File: config.mk
export PLATFORM = sky130hd
export DESIGN_NAME = cond_unit
export DESIGN_NICKNAME = d
export VERILOG_FILES = /design/src/rtl/cond_unit.sv
export SDC_FILE = /design/constraint.sdc
export NUM_CORES = 1
export LEC_CHECK = 0
export CORE_ASPECT_RATIO = 0.5
export CORE_MARGIN = 4
export CORE_UTILIZATION = 39
export DETAILED_ROUTE_END_ITERATION = 12
export GPL_ROUTABILITY_DRIVEN = 1
export GPL_TIMING_DRIVEN = 1
export PLACE_DENSITY = 0.67
export SKIP_LAST_GASP = 1
export SYNTH_ARGS = -nofsm -noshare
export SYNTH_HDL_FRONTEND = slang
export SYNTH_SLANG_ARGS = --single-unit
File: constraint.sdc
create_clock -name clk -period 2.17 [get_ports clk]
set_input_delay 0.217 -clock clk [delete_from_list [all_inputs] [get_ports clk]]
set_output_delay 0.217 -clock clk [all_outputs]
set_load 0.01 [all_outputs]
File: src/rtl/cond_unit.sv
// Conditional-execution unit: holds NZCV, evaluates the condition field once per
// instruction in decode, gates the FSM write requests and counts executed/squashed instructions.
module cond_unit #(
  parameter int COUNT_W = 16
) (
  input  logic               clk,
  input  logic               reset,
  input  logic [3:0]         Cond,
  input  logic [3:0]         ALUFlags,
  input  logic [1:0]         FlagW,
  input  logic               IRWrite,
  input  logic               RegW,
  input  logic               MemW,
  input  logic               NextPC,
  input  logic               Branch,
  input  logic               cnt_clr,
  output logic               PCWrite,
  output logic               RegWrite,
  output logic               MemWrite,
  output logic [3:0]         Flags,
  output logic               CondExQ,
  output logic [COUNT_W-1:0] exec_count,
  output logic [COUNT_W-1:0] squash_count
);

  typedef enum logic [3:0] {
    CondEq = 4'h0,
    CondNe = 4'h1,
    CondCs = 4'h2,
    CondCc = 4'h3,
    CondMi = 4'h4,
    CondPl = 4'h5,
    CondVs = 4'h6,
    CondVc = 4'h7,
    CondHi = 4'h8,
    CondLs = 4'h9,
    CondGe = 4'hA,
    CondLt = 4'hB,
    CondGt = 4'hC,
    CondLe = 4'hD,
    CondAl = 4'hE,
    CondNv = 4'hF
  } cond_e;

  localparam logic [COUNT_W-1:0] CntMax = '1;
  localparam logic [COUNT_W-1:0] CntOne = COUNT_W'(1);

  logic [3:0]         flags_q, flags_d;
  logic               condex_q, condex_d;
  logic               decode_q, decode_d;
  logic [COUNT_W-1:0] exec_q, exec_d;
  logic [COUNT_W-1:0] squash_q, squash_d;

  logic flagN, flagZ, flagC, flagV;
  logic condPass;

  assign flagN = flags_q[3];
  assign flagZ = flags_q[2];
  assign flagC = flags_q[1];
  assign flagV = flags_q[0];

  // Condition evaluation always uses the registered flags, never the live ALU flags.
  always_comb begin
    condPass = 1'b0;
    case (cond_e'(Cond))
      CondEq:  condPass = flagZ;
      CondNe:  condPass = ~flagZ;
      CondCs:  condPass = flagC;
      CondCc:  condPass = ~flagC;
      CondMi:  condPass = flagN;
      CondPl:  condPass = ~flagN;
      CondVs:  condPass = flagV;
      CondVc:  condPass = ~flagV;
      CondHi:  condPass = flagC & ~flagZ;
      CondLs:  condPass = ~flagC | flagZ;
      CondGe:  condPass = (flagN == flagV);
      CondLt:  condPass = (flagN != flagV);
      CondGt:  condPass = ~flagZ & (flagN == flagV);
      CondLe:  condPass = flagZ | (flagN != flagV);
      CondAl:  condPass = 1'b1;
      default: condPass = 1'b0;
    endcase
  end

  always_comb begin
    flags_d  = flags_q;
    condex_d = condex_q;
    decode_d = IRWrite;
    exec_d   = exec_q;
    squash_d = squash_q;

    if (FlagW[1] && condex_q) flags_d[3:2] = ALUFlags[3:2];
    if (FlagW[0] && condex_q) flags_d[1:0] = ALUFlags[1:0];

    // A fresh fetch clears the pass bit, but an evaluation in the same edge overrides it.
    if (IRWrite)  condex_d = 1'b0;
    if (decode_q) condex_d = condPass;

    if (cnt_clr) begin
      exec_d   = '0;
      squash_d = '0;
    end else if (decode_q) begin
      if (condPass) begin
        if (exec_q != CntMax) exec_d = exec_q + CntOne;
      end else begin
        if (squash_q != CntMax) squash_d = squash_q + CntOne;
      end
    end
  end

  always_ff @(posedge clk or negedge reset) begin
    if (!reset) begin
      flags_q  <= '0;
      condex_q <= 1'b0;
      decode_q <= 1'b0;
      exec_q   <= '0;
      squash_q <= '0;
    end else begin
      flags_q  <= flags_d;
      condex_q <= condex_d;
      decode_q <= decode_d;
      exec_q   <= exec_d;
      squash_q <= squash_d;
    end
  end

  assign PCWrite      = NextPC | (Branch & condex_q);
  assign RegWrite     = RegW & condex_q;
  assign MemWrite     = MemW & condex_q;
  assign Flags        = flags_q;
  assign CondExQ      = condex_q;
  assign exec_count   = exec_q;
  assign squash_count = squash_q;

endmodule

==> metrics <==
status=complete, but fails checks; failing checks=negative setup slack; gp weighted congestion=0.771; Arr. time, crit path=2.39 ns; fillers=527; via count=roughly 2300; first-pass detailed-route iteration total=4; Pins Over Slew Limit=0; Root Buffer=clkbuf_16; vias per cell=5.26; Initial Utilization=between 40% and 50%; Tot GR Track Use=about 17%; Seq/Total Area, Yosys=between 30% and 40%; Die Y-Extent=~64 um; Sw Share=between 30% and 40%; CTS tree=done; area occupied by multi-input gates=about 1500 sq um; final period utilization=103%; ys flop type=dfrtp_1; Final Util=about three fifths; startpoint types=register; CTS buffer count=5; Mapped Nets=~280; # rows=20; synth-to-layout area growth=46.1%; Sequential cell area=between 900 and 1000 sq um; post-synthesis cell area=approximately 2500 sq um; layout cells sized above 1=roughly a quarter; peak fanout along the critical path=7; DRT antenna net count=0; share of total power in combinational logic=roughly 37%; DRT iter0 DRCs=approximately 140; R2R setup slack=-0.06 ns; CTS H-tree lvls=2; Total Power=around 2.5 mW; Crit Path Category=reg2reg; initial antenna violation count=0; full die area=roughly 7700 sq um; Slew HR=approximately 43%; setup TNS=-0.215 ns; Pint=1.71 mW; clock skew=~0.0043 ns; synth unique cells=between 40 and 50; Avg WL per Cell=14.5 um; clock latency on the worst-skew pair=0.28 ns; cell area after layout=between 3000 and 4000 sq um; grt total ovfl=0; Crit. End Element=register; CTS sink cnt=38; RSZ-0062 raised after global routing=true; Port Buf Inserts=57; Ports=58; area leader, netlist=dfrtp_1; Area contributors post-synth=dfrtp_1 39%, mux2_2 5.5%, nor2b_1 4.6%, nor2_1 4.3%, mux2_1 3.7%; maxcap violations=0; Sw Pwr=roughly 0.78 mW; CORE AREA=roughly 6100 sq um; Peak supply drop=between 400 and 500 uV; Crit path required time=about 2.3 ns; Synth Area per Inst=9.66 sq um; Post-Synthesis Cells=around 260; post-placement cell area=between 3000 and 4000 sq um; first-pass GRT wire length=10.7 mm; Detail Placement HPWL=4.47 mm; fraction of registers with async set/reset=100%; DRC violations left=0; min-delay worst type=in2async; warnings from Yosys=0; clk buf depth=2; Setup WS pre-CTS=-0.386 ns; Post-Route WL=roughly 6.3 mm; Flop pwr share=33.3%; Max Freq=about 0.45 GHz; Die W=~120 um; synthesis-stage register bit count=38; post-route minimum period=2.23 ns; Clk pin slew, worst setup/hold paths=0.06 ns; pin count of the biggest net entering global routing=39; final setup vio count=8; LEAKAGE=between 1 and 1.5 nW; Post-synth EDFFs=0; final hold vios=0; measured slew at the worst slew-check pin=0.858 ns; post-synth top area share=roughly 39%; worst setup margin=-0.0550 ns; Clk pwr share=between 20% and 30%; nets=367; Antenna diodes=0; power per cell area=approximately 690 nW/um^2; vias in the first global route=2209
area by class of cell:
| class | instances | share of cell area [%] |
|---|---|---|
| Multi-Input combinational cell | 201 | 41.2 |
| Sequential cell | 38 | 26.4 |
| Timing Repair Buffer | 97 | 24.8 |
| Clock buffer | 7 | 3.96 |
| Tap cell | 88 | 3.06 |
| Inverter | 4 | 0.417 |
| Clock inverter | 1 | 0.139 |
layout by cell type (no fill, tap or decap), drive strengths merged, types with 2 or more instances in the layout:
cell type      instances
nor3b                  2
and4                   5
or3                    3
and3                   3
a21oi                 13
nand2                 18
mux2                  21
nand3                 10
nand4                 12
dfrtp                 38
or4                    6
o31ai                  6
nor4                   6
nor3                  11
o21ai                  9
clkbuf                 7
nor2                  28
o21bai                 3
nor2b                 18
dlygate4sd2            2
and2                   5
nand3b                 2
buf                   41
mux2i                  2
nor4b                  2
ha                     2
clkdlybuf4s50         53
inv                    4
nand2b                 5
registers in the layout, summed over array words and instances, names as in the netlist:
signal and cells:
Flags 4, decode_q 1, CondExQ 1, squash_count 16
exec_count 16
power by group through the flow:
stage               sequential [mW]  clock [mW]  combinational [mW]
detailed placement            0.834           0               0.794
finish                        0.828       0.738               0.919
global placement              0.833           0               0.770
floorplan                     0.866           0               0.396
global route                  0.838       0.784               0.989
CTS                           0.821       0.745               0.846
logic make-up after synthesis:
group	share of synthesized area, %
fa+ha+maj	1.02
xor+xnor	0.711
mux	11.1
buf+inv	4.42
simple gates	33.9
flops	38.6
compound gates	10.3
path summary, 6_finish.rpt:
| check | startpoint | to | cells past startpoint |
|---|---|---|---|
| setup / recovery | Flags[3] | squash_count[13] | 7 |
| hold / removal | reset | squash_count[13] | 1 |
| min in group clk | IRWrite | decode_q | 1 |
| max in group asynchronous | reset | exec_count[8] | 1 |
| hold reg to reg | Flags[1] | Flags[1] | 1 |
| setup reg to reg | Flags[3] | squash_count[13] | 7 |
synth_stat cells (2+ instances only):
cell / number
a21oi_1: 12
and2_1: 5
nor4_4: 2
nor2b_1: 18
nor4_1: 3
or4_1: 6
ha_1: 2
and4_1: 3
o21bai_1: 3
nor3_1: 11
nor2_1: 28
nand3b_1: 2
o31ai_1: 5
nand3_1: 10
or3_1: 3
buf_6: 4
nand2_1: 18
dfrtp_1: 38
and3_1: 3
mux2_1: 8
nand4_1: 8
buf_4: 3
nor3b_1: 2
nand4_2: 2
inv_1: 4
nand2b_1: 5
mux2_2: 12
clkbuf_1: 7
o21ai_0: 9
per-layer routing:
metal / vias up / track usage (%) / wire length [um]
met5: - / 0 / 0
met4: 0 / 2.97 / 40
met3: 4 / 3.54 / 247
met2: 42 / 28.4 / 3070
met1: 1134 / 22.5 / 2980
li1: 1115 / - / -
through the flow:
stage,instances,hold WS (ns)
floorplan,255,-0.0786
global placement,418,0.374
detailed placement,418,0.380
CTS,431,0.0806
global route,436,0.137
finish,436,0.0401
repair_timing:
action,in CTS,in global routing
setup endpoints to repair,18,28
pin swaps,2,9
hold buffers,0,0
resized for setup,5,14
hold endpoints to repair,0,0
cloned,1,1
setup buffers,4,4
worst max-delay path, stage by stage (launching register included):
cell,delay (ns)
dfrtp_1,0.40
xor2_2,0.20
and4b_1,0.22
o31ai_4,0.25
buf_4,0.18
nand4_4,0.17
nor4_2,0.36
mux2_4,0.32
No activity file was read; power rests on OpenSTA's default activity.
